File: src/rtl/frame_reader_pkg.sv
// Shared types and constants for the DDR frame reader.
// Latency: none (declarations only).
// Backpressure: not applicable.
// Contents: FSM state enum, default address map, slot mask, luma coefficients
// and the RGB565 -> 8-bit luma helper used by the optional grayscale output.
package frame_reader_pkg;

  typedef enum logic [1:0] {
    IDLE  = 2'd0,
    REQ   = 2'd1,
    DRAIN = 2'd2,
    DONE  = 2'd3
  } state_t;

  localparam logic [31:0] DEF_BASE_ADDR  = 32'h0800_0000;
  localparam int          DEF_SLOT_SHIFT = 21;
  localparam logic [5:0]  SLOT_MASK      = 6'h3F;

  localparam logic [7:0] LUMA_R = 8'd77;
  localparam logic [7:0] LUMA_G = 8'd150;
  localparam logic [7:0] LUMA_B = 8'd29;

  // Channels are widened to 8 bits by replicating their MSBs so full-scale
  // maps to 255; the weighted sum peaks at 256*255 and fits in 16 bits.
  function automatic logic [7:0] rgb565_to_y(input logic [15:0] p);
    logic [7:0]  r8;
    logic [7:0]  g8;
    logic [7:0]  b8;
    logic [15:0] acc;
    r8  = {p[15:11], p[15:13]};
    g8  = {p[10:5],  p[10:9]};
    b8  = {p[4:0],   p[4:2]};
    acc = 16'(LUMA_R) * 16'(r8) + 16'(LUMA_G) * 16'(g8) + 16'(LUMA_B) * 16'(b8);
    return 8'(acc >> 8);
  endfunction

endpackage

File: src/rtl/ddr_frame_reader_if.sv
// Bus bundle for the frame reader: DDR read port plus the outgoing pixel stream.
// Latency: none (wiring only).
// Backpressure: DDR side by DDR_READ_READY, pixel side by PIX_READY.
// master: the frame reader (drives address/request and the pixel stream).
// slave : the memory port and pixel consumer.
interface ddr_frame_reader_if;
  logic        DDR_READ_CLK;
  logic [31:0] DDR_READ_ADDR;
  logic        DDR_READ_REQ;
  logic        DDR_READ_READY;
  logic [31:0] DDR_READ_DATA;
  logic        DDR_READ_DATA_VALID;
  logic [15:0] PIX_DATA;
  logic        PIX_VALID;
  logic        PIX_READY;
  logic [10:0] PIX_HCNT;
  logic [10:0] PIX_VCNT;
  logic        PIX_SOF;
  logic        PIX_EOL;

  modport master (
    output DDR_READ_CLK, DDR_READ_ADDR, DDR_READ_REQ,
    input  DDR_READ_READY, DDR_READ_DATA, DDR_READ_DATA_VALID,
    output PIX_DATA, PIX_VALID, PIX_HCNT, PIX_VCNT, PIX_SOF, PIX_EOL,
    input  PIX_READY
  );

  modport slave (
    input  DDR_READ_CLK, DDR_READ_ADDR, DDR_READ_REQ,
    output DDR_READ_READY, DDR_READ_DATA, DDR_READ_DATA_VALID,
    input  PIX_DATA, PIX_VALID, PIX_HCNT, PIX_VCNT, PIX_SOF, PIX_EOL,
    output PIX_READY
  );
endinterface

File: src/rtl/frame_reader_fifo.sv
// Synchronous first-word-fall-through FIFO, 16 bits wide, DEPTH entries.
// Latency: a written word is visible on rd_dat the cycle after the write.
// Backpressure: writes while full are dropped; the caller's credit scheme keeps it from filling past DEPTH.
// Ports: clk, rst_n (async, active-low); wr_en/wr_dat push; rd_en pops the head;
// rd_dat is the head, empty flags no data, count is the current occupancy.
module frame_reader_fifo #(
  parameter int DEPTH = 64
) (
  input  logic                       clk,
  input  logic                       rst_n,
  input  logic                       wr_en,
  input  logic [15:0]                wr_dat,
  input  logic                       rd_en,
  output logic [15:0]                rd_dat,
  output logic                       empty,
  output logic [$clog2(DEPTH):0]     count
);
  localparam int AW = $clog2(DEPTH);
  localparam int CW = AW + 1;

  logic [15:0]   mem [DEPTH];
  logic [AW-1:0] wr_ptr;
  logic [AW-1:0] rd_ptr;
  logic          do_wr;
  logic          do_rd;

  assign empty  = (count == '0);
  assign do_wr  = wr_en && (count != CW'(DEPTH));
  assign do_rd  = rd_en && !empty;
  assign rd_dat = mem[rd_ptr];

  always_ff @(posedge clk) begin
    if (do_wr) mem[wr_ptr] <= wr_dat;
  end

  always_ff @(posedge clk or negedge rst_n) begin
    if (!rst_n) begin
      wr_ptr <= '0;
      rd_ptr <= '0;
      count  <= '0;
    end else begin
      if (do_wr) wr_ptr <= wr_ptr + AW'(1);
      if (do_rd) rd_ptr <= rd_ptr + AW'(1);
      // Push and pop in the same cycle leave the occupancy unchanged.
      case ({do_wr, do_rd})
        2'b10:   count <= count + CW'(1);
        2'b01:   count <= count - CW'(1);
        default: ;
      endcase
    end
  end
endmodule

File: src/rtl/ddr_frame_reader.sv
// Reads one stored frame from the DDR frame buffer and emits it as a raster pixel stream.
// Latency: first pixel is valid the cycle after the first returned word (FWFT buffer).
// Backpressure: PIX_READY low stalls the stream; requests stop once in-flight + buffered words reach FIFO_DEPTH.
// Ports: clk, rst_n (async, active-low); start/frame_idx launch a read; busy/done
// report progress; bus carries the DDR read port and the pixel stream.
// Build option: define FRAME_READER_GRAY_EN to output {8'h00, luma} instead of raw RGB565.
module ddr_frame_reader
  import frame_reader_pkg::*;
#(
  parameter int          H_WIDTH    = 640,
  parameter int          V_HEIGHT   = 480,
  parameter logic [31:0] BASE_ADDR  = DEF_BASE_ADDR,
  parameter int          SLOT_SHIFT = DEF_SLOT_SHIFT,
  parameter int          FIFO_DEPTH = 64
) (
  input  logic                 clk,
  input  logic                 rst_n,
  input  logic                 start,
  input  logic [7:0]           frame_idx,
  output logic                 busy,
  output logic                 done,
  ddr_frame_reader_if.master   bus
);
  localparam int          CW       = $clog2(FIFO_DEPTH) + 1;
  localparam logic [31:0] TOTAL    = 32'(H_WIDTH * V_HEIGHT);
  localparam logic [31:0] OFF_MASK = 32'((64'd1 << SLOT_SHIFT) - 64'd1);
  localparam logic [10:0] H_LAST   = 11'(H_WIDTH - 1);

  state_t        state;
  logic [5:0]    slot;
  logic [31:0]   req_cnt;
  logic [31:0]   pix_cnt;
  logic [CW-1:0] outstanding;
  logic          req_r;
  logic [31:0]   addr_r;
  logic [10:0]   hcnt;
  logic [10:0]   vcnt;

  logic          fifo_wr;
  logic          fifo_empty;
  logic [CW-1:0] fifo_count;
  logic [15:0]   fifo_head;
  logic          req_acc;
  logic          pix_hs;
  logic [CW:0]   credit_next;
  logic          credit_ok;
  logic [5:0]    start_slot;
  logic [15:0]   pix_out;
  logic          unused_bits;

  assign unused_bits = &{1'b0, frame_idx[7:6], bus.DDR_READ_DATA[31:16]};

  function automatic logic [31:0] word_addr(input logic [5:0] s, input logic [31:0] n);
    return BASE_ADDR + ((32'(s) << SLOT_SHIFT) | (n & OFF_MASK));
  endfunction

  // Words returning while IDLE belong to an abandoned frame and never enter the buffer.
  assign fifo_wr    = bus.DDR_READ_DATA_VALID && (state != IDLE);
  assign req_acc    = req_r && bus.DDR_READ_READY;
  assign pix_hs     = !fifo_empty && bus.PIX_READY;
  assign start_slot = frame_idx[5:0] & SLOT_MASK;

  // Credit in use next cycle: a returning word moves from outstanding to the
  // buffer without changing the total, so only accepts add and pops remove.
  assign credit_next = {1'b0, outstanding} + {1'b0, fifo_count}
                     + (CW+1)'(req_acc) - (CW+1)'(pix_hs);
  assign credit_ok   = credit_next < (CW+1)'(FIFO_DEPTH);

  frame_reader_fifo #(.DEPTH(FIFO_DEPTH)) u_fifo (
    .clk    (clk),
    .rst_n  (rst_n),
    .wr_en  (fifo_wr),
    .wr_dat (bus.DDR_READ_DATA[15:0]),
    .rd_en  (pix_hs),
    .rd_dat (fifo_head),
    .empty  (fifo_empty),
    .count  (fifo_count)
  );

  always_ff @(posedge clk or negedge rst_n) begin
    if (!rst_n) begin
      state       <= IDLE;
      busy        <= 1'b0;
      done        <= 1'b0;
      slot        <= '0;
      req_cnt     <= '0;
      pix_cnt     <= '0;
      outstanding <= '0;
      req_r       <= 1'b0;
      addr_r      <= '0;
      hcnt        <= '0;
      vcnt        <= '0;
    end else begin
      done <= 1'b0;

      case ({req_acc, fifo_wr})
        2'b10:   outstanding <= outstanding + CW'(1);
        2'b01:   outstanding <= outstanding - CW'(1);
        default: ;
      endcase

      if (pix_hs) begin
        pix_cnt <= pix_cnt + 32'd1;
        if (hcnt == H_LAST) begin
          hcnt <= '0;
          vcnt <= vcnt + 11'd1;
        end else begin
          hcnt <= hcnt + 11'd1;
        end
      end

      case (state)
        IDLE: begin
          if (start) begin
            state   <= REQ;
            busy    <= 1'b1;
            slot    <= start_slot;
            req_cnt <= '0;
            pix_cnt <= '0;
            hcnt    <= '0;
            vcnt    <= '0;
            req_r   <= 1'b1;
            addr_r  <= word_addr(start_slot, 32'd0);
          end
        end
        REQ: begin
          // Request and address stay put until the port accepts them.
          if (req_acc) begin
            req_cnt <= req_cnt + 32'd1;
            addr_r  <= word_addr(slot, req_cnt + 32'd1);
            if (req_cnt + 32'd1 == TOTAL) begin
              state <= DRAIN;
              req_r <= 1'b0;
            end else begin
              req_r <= credit_ok;
            end
          end else if (!req_r) begin
            req_r <= credit_ok;
          end
        end
        DRAIN: begin
          if (pix_cnt == TOTAL) begin
            state <= DONE;
            done  <= 1'b1;
            busy  <= 1'b0;
          end
        end
        DONE: state <= IDLE;
        default: state <= IDLE;
      endcase
    end
  end

`ifdef FRAME_READER_GRAY_EN
  assign pix_out = {8'h00, rgb565_to_y(fifo_head)};
`else
  assign pix_out = fifo_head;
`endif

  assign bus.DDR_READ_CLK  = clk;
  assign bus.DDR_READ_ADDR = addr_r;
  assign bus.DDR_READ_REQ  = req_r;
  assign bus.PIX_VALID     = !fifo_empty;
  assign bus.PIX_DATA      = fifo_empty ? 16'h0000 : pix_out;
  assign bus.PIX_HCNT      = hcnt;
  assign bus.PIX_VCNT      = vcnt;
  assign bus.PIX_SOF       = !fifo_empty && (hcnt == 11'd0) && (vcnt == 11'd0);
  assign bus.PIX_EOL       = !fifo_empty && (hcnt == H_LAST);
endmodule

File: src/flat_wrapper.sv
// flat-port wrapper written by rule: the top's interface ports become plain ports
module ddr_frame_reader_flat import frame_reader_pkg::*;
#(
  parameter int          H_WIDTH    = 640,
  parameter int          V_HEIGHT   = 480,
  parameter logic [31:0] BASE_ADDR  = DEF_BASE_ADDR,
  parameter int          SLOT_SHIFT = DEF_SLOT_SHIFT,
  parameter int          FIFO_DEPTH = 64
)
  (clk, rst_n, start, frame_idx, busy, done, bus_DDR_READ_CLK, bus_DDR_READ_ADDR, bus_DDR_READ_REQ, bus_DDR_READ_READY, bus_DDR_READ_DATA, bus_DDR_READ_DATA_VALID, bus_PIX_DATA, bus_PIX_VALID, bus_PIX_HCNT, bus_PIX_VCNT, bus_PIX_SOF, bus_PIX_EOL, bus_PIX_READY);
  ddr_frame_reader_if bus_i ();
  input  logic clk;
  input  logic rst_n;
  input  logic start;
  input  logic [7:0] frame_idx;
  output logic busy;
  output logic done;
  output wire logic [$bits(bus_i.DDR_READ_CLK)-1:0] bus_DDR_READ_CLK;
  output wire logic [$bits(bus_i.DDR_READ_ADDR)-1:0] bus_DDR_READ_ADDR;
  output wire logic [$bits(bus_i.DDR_READ_REQ)-1:0] bus_DDR_READ_REQ;
  input wire logic [$bits(bus_i.DDR_READ_READY)-1:0] bus_DDR_READ_READY;
  input wire logic [$bits(bus_i.DDR_READ_DATA)-1:0] bus_DDR_READ_DATA;
  input wire logic [$bits(bus_i.DDR_READ_DATA_VALID)-1:0] bus_DDR_READ_DATA_VALID;
  output wire logic [$bits(bus_i.PIX_DATA)-1:0] bus_PIX_DATA;
  output wire logic [$bits(bus_i.PIX_VALID)-1:0] bus_PIX_VALID;
  output wire logic [$bits(bus_i.PIX_HCNT)-1:0] bus_PIX_HCNT;
  output wire logic [$bits(bus_i.PIX_VCNT)-1:0] bus_PIX_VCNT;
  output wire logic [$bits(bus_i.PIX_SOF)-1:0] bus_PIX_SOF;
  output wire logic [$bits(bus_i.PIX_EOL)-1:0] bus_PIX_EOL;
  input wire logic [$bits(bus_i.PIX_READY)-1:0] bus_PIX_READY;
  assign bus_DDR_READ_CLK = bus_i.DDR_READ_CLK;
  assign bus_DDR_READ_ADDR = bus_i.DDR_READ_ADDR;
  assign bus_DDR_READ_REQ = bus_i.DDR_READ_REQ;
  assign bus_i.DDR_READ_READY = bus_DDR_READ_READY;
  assign bus_i.DDR_READ_DATA = bus_DDR_READ_DATA;
  assign bus_i.DDR_READ_DATA_VALID = bus_DDR_READ_DATA_VALID;
  assign bus_PIX_DATA = bus_i.PIX_DATA;
  assign bus_PIX_VALID = bus_i.PIX_VALID;
  assign bus_PIX_HCNT = bus_i.PIX_HCNT;
  assign bus_PIX_VCNT = bus_i.PIX_VCNT;
  assign bus_PIX_SOF = bus_i.PIX_SOF;
  assign bus_PIX_EOL = bus_i.PIX_EOL;
  assign bus_i.PIX_READY = bus_PIX_READY;
  ddr_frame_reader #(.H_WIDTH(H_WIDTH), .V_HEIGHT(V_HEIGHT), .BASE_ADDR(BASE_ADDR), .SLOT_SHIFT(SLOT_SHIFT), .FIFO_DEPTH(FIFO_DEPTH)) u_core (.clk(clk), .rst_n(rst_n), .start(start), .frame_idx(frame_idx), .busy(busy), .done(done), .bus(bus_i));
endmodule
File: config.mk
export PLATFORM = sky130hd
export DESIGN_NAME = ddr_frame_reader_flat
export DESIGN_NICKNAME = d
export VERILOG_FILES = /design/src/rtl/frame_reader_pkg.sv /design/src/rtl/ddr_frame_reader_if.sv /design/src/rtl/frame_reader_fifo.sv /design/src/rtl/ddr_frame_reader.sv /design/src/flat_wrapper.sv
export SDC_FILE = /design/constraint.sdc
export NUM_CORES = 1
export LEC_CHECK = 0
export ABC_AREA = 1
export CAP_MARGIN = 5
export CORE_MARGIN = 5
export CORE_UTILIZATION = 55
export DETAILED_ROUTE_END_ITERATION = 8
export GPL_ROUTABILITY_DRIVEN = 0
export PLACE_DENSITY = 0.72
export SKIP_LAST_GASP = 1
export SYNTH_ARGS = -nofsm -noshare
export SYNTH_HDL_FRONTEND = slang
export SYNTH_SLANG_ARGS = --single-unit
File: constraint.sdc
create_clock -name clk -period 3.6 [get_ports clk]
set_input_delay 0.72 -clock clk [delete_from_list [all_inputs] [get_ports clk]]
set_output_delay 0.72 -clock clk [all_outputs]
set_load 0.005 [all_outputs]
==> results of run 1 <==
registers in the layout, summed over array words and instances, names as in the netlist:
| register | cells |
|---|---|
| u_core.busy | 1 |
| u_core.bus.DDR_READ_ADDR | 7 |
| u_core.outstanding | 7 |
| u_core.u_fifo.wr_ptr | 6 |
| u_core.done | 1 |
| u_core.u_fifo.mem | 1024 |
| u_core.u_fifo.rd_ptr | 6 |
| u_core.slot | 6 |
| u_core.bus.DDR_READ_REQ | 1 |
| u_core.bus.PIX_HCNT | 11 |
| u_core.state | 2 |
| u_core.bus.PIX_VCNT | 11 |
| u_core.pix_cnt | 32 |
| u_core.req_cnt | 32 |
| u_core.u_fifo.count | 7 |
worst register-to-register path, cell delays in order (launching register included):
cell	delay [ps]
dfrtp_1	390
inv_1	130
nand4_1	200
nor4_1	330
nor3_2	90
inv_1	100
ha_1	290
inv_1	120
fa_1	370
inv_1	80
nand2_1	70
a21oi_1	180
o21ai_0	140
nand2_1	80
a21oi_1	70
nand2_1	60
nand2_1	40
nor2_1	110
xor2_1	150
final timing paths:
path | from | end | slack, ps | cells after the start
setup / recovery | u_core.u_fifo.rd_ptr[0]$_DFFE_PN0P_ | bus_PIX_DATA[14] | -300 | 12
max in group asynchronous | rst_n | u_core.req_cnt[28]$_DFFE_PN0P_ | 2220 | 3
setup reg to reg | u_core.u_fifo.count[1]$_DFFE_PN0P_ | u_core.u_fifo.count[6]$_DFFE_PN0P_ | 550 | 18
hold / removal | bus_DDR_READ_DATA[1] | u_core.u_fifo.mem[22][1]$_DFFE_PP_ | 320 | 1
hold reg to reg | u_core.bus.DDR_READ_ADDR[27]$_DFFE_PN0P_ | u_core.bus.DDR_READ_ADDR[27]$_DFFE_PN0P_ | 460 | 1
min in group asynchronous | rst_n | u_core.pix_cnt[23]$_DFF_PN0_ | 540 | 2
through the flow:
stage                     setup slack (ps)  std cells  TNS, ps  utilization (%)
after detailed placement             75.92       5240        0            59.27
after CTS                           -642.4       5467    -9698            64.13
after floorplan                      422.4       4057        0                -
after global placement               89.19       5240        0            59.27
after global routing                -354.7       5550    -4863            66.08
final                               -295.3       5551    -3725            66.08
kinds of logic after synthesis:
kind of cell             after synthesis
XOR/XNOR                              41
other                                  1
flip-flops                          1154
AND/OR/NAND/NOR                     1402
adder cells (fa/ha/maj)               40
buffers and inverters                431
AO/OA/AOI/OAI                        985
repair_timing:
item                                   4_1_cts  5_1_grt
pin swaps                                   11      148
cloned                                      11       33
setup endpoints to repair                   18       18
setup buffers                                7       57
hold buffers                                 1        0
gates resized for setup                     61      211
endpoints found under the hold margin       67        0
power by group:
part / leakage [nW] / switching (W) / internal (W) / total (W)
Combinational: 7.17 / 0.0116 / 0.00739 / 0.0190
Sequential: 10.9 / 0.000607 / 0.0153 / 0.0159
Clock: 1.70 / 0.00498 / 0.00623 / 0.0112
Total: 19.8 / 0.0172 / 0.0289 / 0.0461
routing by layer:
metal,up-vias,GRT usage [%]
met5,-,0
met4,0,10.93
met3,315,3.960
met2,2046,43.38
met1,16820,35.98
li1,15280,-
placed cells by master (no fill, tap or decap), drive strengths merged, types with 30 or more instances in the layout:
master,count
edfxtp,1024
nor2,723
o21ai,575
nand2,404
buf,276
clkbuf,184
inv,175
o22ai,168
nand3,152
dfrtp,130
o221ai,98
a21oi,88
clkdlybuf4s50,67
nand4,59
clkinv,51
ha,38
xor2,35
nor3,35
o211ai,30
cell type report:
| type | count | area share (%) |
|---|---|---|
| Inverter | 171 | 1.163 |
| Clock inverter | 58 | 0.7399 |
| Multi-Input combinational cell | 2472 | 22.58 |
| Antenna cell | 1 | 0.004365 |
| Sequential cell | 1154 | 59.34 |
| Clock buffer | 151 | 5.321 |
| Timing Repair Buffer | 386 | 8.276 |
| Timing Repair inverter | 3 | 0.05893 |
| Tap cell | 1155 | 2.521 |
==> results.cfg, run 1 <==
[worst_setup_path]
crit_fanout = 18
required_ps = 2880
cpMostUsedCell = buf_12
crit_path_start_kind = register
slowest_delay_ps = 540
path_class = reg -> out
path_cells = inv_12, buf_12, buf_12, buf_12, buf_6, o21ai_1, o22ai_1, o211ai_1, nand4_1, nand3_4, a21oi_4, clkbuf_2
crit_buf_inv = 6
crit_slowest_cell = dfrtp_4
cp-end-kind = output port
cp_top_family = buffers and inverters
arrival_ps = 3180

[placed_design]
hpwlAfterDp_um = 73330
place.port_buffers = 100
placed_area_sq_um = 51420

[global_routing]
grt_pass1_wl_um = 191300
grt_pass1_vias = 32360
overflow = 0
grt_usage_pct = 26.45
grt_max_degree = 76
antenna_found_initial = 1

[logic_synthesis]
yosys_warnings = 0
synth_edf_count = 1024
synth_cell_types = 41
synthXorXnorAreaFrac_pct = 0.7463
synth_compound_area_share_pct = 11.72
ys_async_sr_fraction_pct = 11.27
synth_top_family_by_area = simple AND/OR/NAND/NOR gates
netlist_top_cells_count = edfxtp_1, nor2_1, o21ai_0
synth_area_leaders = edfxtp_1, dfrtp_1, o21ai_0, nor2_1, nand2_1
ys_seq_area_share_pct = 70.66
yosys.area_share.simple_pct = 12.07
yosysMostFrequentCell = edfxtp_1
synth_area_sq_um = 48120
synth_ff_type = edfxtp_1
netlist.area_leader.share_pct = 63.90
ys_ff_latch = 1154
synth_area_leader_cell = edfxtp_1
syn_inst = 4054
avgSynthCellArea_sq_um = 11.87
synthMuxAreaShare_pct = 0
synth-adder-area-share_pct = 1.071

[sta]
rsz0062_at_grt = yes
post-route-period-util_pct = 108.2
min_period_ps = 3895
tightest_slew_ps = 1258
whs_ps = 319.6
report.final.slew_viol_count = 0
relSlewSlack_pct = 16.12
skew_ps = 46.76
fin_ws_ps = -295.3
max_freq_ghz = 0.2567
finalHoldViolations = 0
setup_viol = 16

[flow_run]
drv_cap = 0

[power_and_ir_drop]
powerDensity_nw_per_um2 = 803.9
total_power_w = 0.04609
vdd_drop_max_v = 0.0005924
leakagePower_nw = 19.75

[cells_and_area]
fillerInstances = 6018
drive_above_1_share_pct = 13.79
area_delta_synth_final_pct = 19.14
fin_nets = 4389
finalInstanceArea_sq_um = 57330
multiInputGateArea_sq_um = 12940
ff_latch_area_sq_um = 34020

[floorplanning]
die-height_um = 305.8
core_area_sq_um = 86750
die_x_um = 305.8
num_rows = 108
ios = 123
dieArea_sq_um = 93500
start_util_pct = 55.47

[route]
antenna_left = 0
drc = 0
first_pass_iters = 8
avgRoutedWirePerCell_um = 24.20
finalWirelength_um = 134300
vias_per_cell = 6.208
wl_met1_um = 50690
met3_length_um = 13220
drt_iter0_markers = 4688
wl_met2_um = 64830
num_vias = 34460
top_layer = met4

[clock_network]
clock_latency_ps = 810
path_clk_slew_ps = 70
cts_tree = done

[run_status]
violations = setup timing
status = complete, but fails checks

[worst_hold_path]
holdCritPathClass = in -> reg
(Power assumes the default switching activity.)
==> inputs of run 2 (changes only) <==
CORE_UTILIZATION = 60   (was 55)
GPL_ROUTABILITY_DRIVEN = unset   (was 0)
PLACE_DENSITY = 0.78   (was 0.72)
==> run 2 against run 1 <==
Net effect: the run ends with DRC, setup timing left; clock power up 4%; non-clock buffer count rose by 38; power grew 3.5%; via count grew 4.0%; sequential share of layout area fell by 0.48 points; register-to-register slack improved by 30 ps; sequential power about the same; routed wire length rose by 6.1%; setup slack got worse by 170 ps.
==> results.cfg, run 2 (synthesis gave the netlist of run 1 again) <==
[floorplanning]
num_rows = 103
core_area_sq_um = 79260
dieArea_sq_um = 85960
die-height_um = 293.2
ios = 123
die_x_um = 293.2
start_util_pct = 60.71

[placed_design]
hpwlAfterDp_um = 72820
placed_area_sq_um = 51240
place.port_buffers = 100
place.gp.congestion = 0.9074

[sta]
relSlewSlack_pct = 11.77
finalHoldViolations = 0
fin_ws_ps = -464.2
fin_setup_tns_ps = -5259
min_period_ps = 4064
whs_ps = 352.1
post-route-period-util_pct = 112.9
setup_viol = 16
rsz0062_at_grt = yes
tightest_slew_ps = 1323
skew_ps = 48.88
max_freq_ghz = 0.2461
report.final.slew_viol_count = 0

[worst_setup_path]
cp-end-kind = output port
required_ps = 2880
crit_path_start_kind = register
arrival_ps = 3340
worst_r2r_path_depth = 18
reg2reg_to = u_core.u_fifo.count[6]$_DFFE_PN0P_
r2r-start = u_core.u_fifo.count[0]$_DFFE_PN0P_
path_class = reg -> out
reg2reg_slack_ps = 580
crit_fanout = 6

[route]
drt_iter0_markers = 5703
drc = 1
vias_per_cell = 6.530
avgRoutedWirePerCell_um = 25.96
top_layer = met4
antenna_left = 0
wl_met2_um = 69040
finalWirelength_um = 142500
num_vias = 35840
wl_met1_um = 48330
met3_length_um = 17000
first_pass_iters = 8

[power_and_ir_drop]
clkPwrFrac_pct = 24.6
sw_frac_of_total_pct = 38.16
sequentialPowerShare_pct = 33.3
vdd_drop_max_v = 0.0006259
p_int_w = 0.02949
powerDensity_nw_per_um2 = 825.3
power_switching_w = 0.01820
leakagePower_nw = 20.00
power_frac_comb_pct = 42.1

[run_status]
violations = DRC, setup timing
status = complete, but fails checks

[cells_and_area]
multiInputGateArea_sq_um = 13100
final_common_cell = edfxtp_1
final_cell_mix = edfxtp_1, nor2_1, o21ai_0
num_antenna_cells = 0
fin_nets = 4425
area_delta_synth_final_pct = 20.09
largest_register = u_core.u_fifo.mem
reg.largest.list = u_core.u_fifo.mem x1024, u_core.pix_cnt x32, u_core.req_cnt x32
fin_util_pct = 72.91
finalInstanceArea_sq_um = 57790
largest_register_ffs = 1024
drive_above_1_share_pct = 15.41
ff_latch_area_sq_um = 34010
fillerInstances = 4845

[global_routing]
grt_pass1_wl_um = 195200
grt_usage_pct = 29.53
grt_max_degree = 78
antenna_found_initial = 1
overflow = 0
grt_pass1_vias = 33140

[clock_network]
clock_latency_ps = 820
cts_tree = done
path_clk_slew_ps = 70

[worst_hold_path]
hp-start = bus_DDR_READ_DATA[5]
holdCritPathClass = in -> reg
hold_end = u_core.u_fifo.mem[51][5]$_DFFE_PP_
hold_depth = 1

[flow_run]
drv_cap = 0
==> run 2: cell types whose count changed in the layout (fill, tap and decap cells not counted), moves of 5 or more <==
cell        change
nor2_2         +12
clkinvlp_4      +6
clkbuf_1        -9
nor2_1         -12
buf_16          +6
o21ai_2         -6
nand3_4         +5
buf_2           +6
buf_4          +39
buf_12          -9
o21ai_4         +7
==> run 2: layout make-up <==
cell class | instances | area share (%)
flip-flops and latches | 1154 | 58.86
inverters | 171 | 1.178
multi-input cells | 2472 | 22.67
clock buffers | 145 | 5.272
repair buffers | 424 | 8.620
well taps | 1050 | 2.273
repair inverters | 1 | 0.02815
clock inverters | 71 | 1.102
==> run 2: critical path, cell delays in order, from the launching register on <==
cell	delay (ps)
dfrtp_4	520
buf_12	170
buf_8	130
clkinv_8	100
buf_6	150
clkbuf_16	160
o21ai_0	90
o221ai_1	330
nand3_1	130
nand4_1	190
nand3_2	160
a21oi_4	250
buf_2	160
==> run 2: power by group through the flow <==
| stage | Sequential [W] | Combinational [W] | Clock, W |
|---|---|---|---|
| 2_1_floorplan | 0.0159 | 0.00886 | 0.0000180 |
| 3_3_place_gp | 0.0161 | 0.0144 | 0.0000234 |
| 3_5_place_dp | 0.0161 | 0.0149 | 0.0000234 |
| 4_1_cts | 0.0159 | 0.0165 | 0.0117 |
| 5_1_grt | 0.0159 | 0.0210 | 0.0124 |
| 6_report | 0.0159 | 0.0201 | 0.0117 |
==> run 2: routing by layer <==
metal	vias to the layer above	GRT usage [%]
met3	501	5.132
met2	2850	48.66
met5	-	0
li1	15330	-
met4	0	14.33
met1	17150	38.67
==> run 2: worst max path at each step <==
stage	end	from	cells past startpoint	slack [ps]
4_1_cts	bus_PIX_DATA[4]	u_core.u_fifo.rd_ptr[0]$_DFFE_PN0P_	10	-700
3_5_place_dp	bus_PIX_DATA[5]	u_core.u_fifo.rd_ptr[0]$_DFFE_PN0P_	9	3
6_report	bus_PIX_DATA[0]	u_core.u_fifo.rd_ptr[0]$_DFFE_PN0P_	12	-460
2_1_floorplan	u_core.u_fifo.mem[7][0]$_DFFE_PP_	bus_DDR_READ_DATA_VALID	4	420
3_3_place_gp	bus_PIX_DATA[5]	u_core.u_fifo.rd_ptr[0]$_DFFE_PN0P_	9	70
5_1_grt	bus_PIX_DATA[0]	u_core.u_fifo.rd_ptr[0]$_DFFE_PN0P_	12	-490
==> run 2: stage by stage <==
stage	worst slack [ps]	cells	total power, W
5_1_grt	-493.2	5488	0.04934
6_report	-464.2	5488	0.04769
3_5_place_dp	2.607	5151	0.03104
2_1_floorplan	422.4	4057	0.02478
4_1_cts	-704.8	5391	0.04411
3_3_place_gp	72.32	5151	0.03054
==> run 2: what timing repair did <==
item	in CTS	in global routing
setup endpoints to repair	16	16
hold endpoints to repair	66	0
gates resized for setup	81	241
gates cloned	15	31
pin swaps	25	134
buffers inserted	9	75
hold buffers	1	0
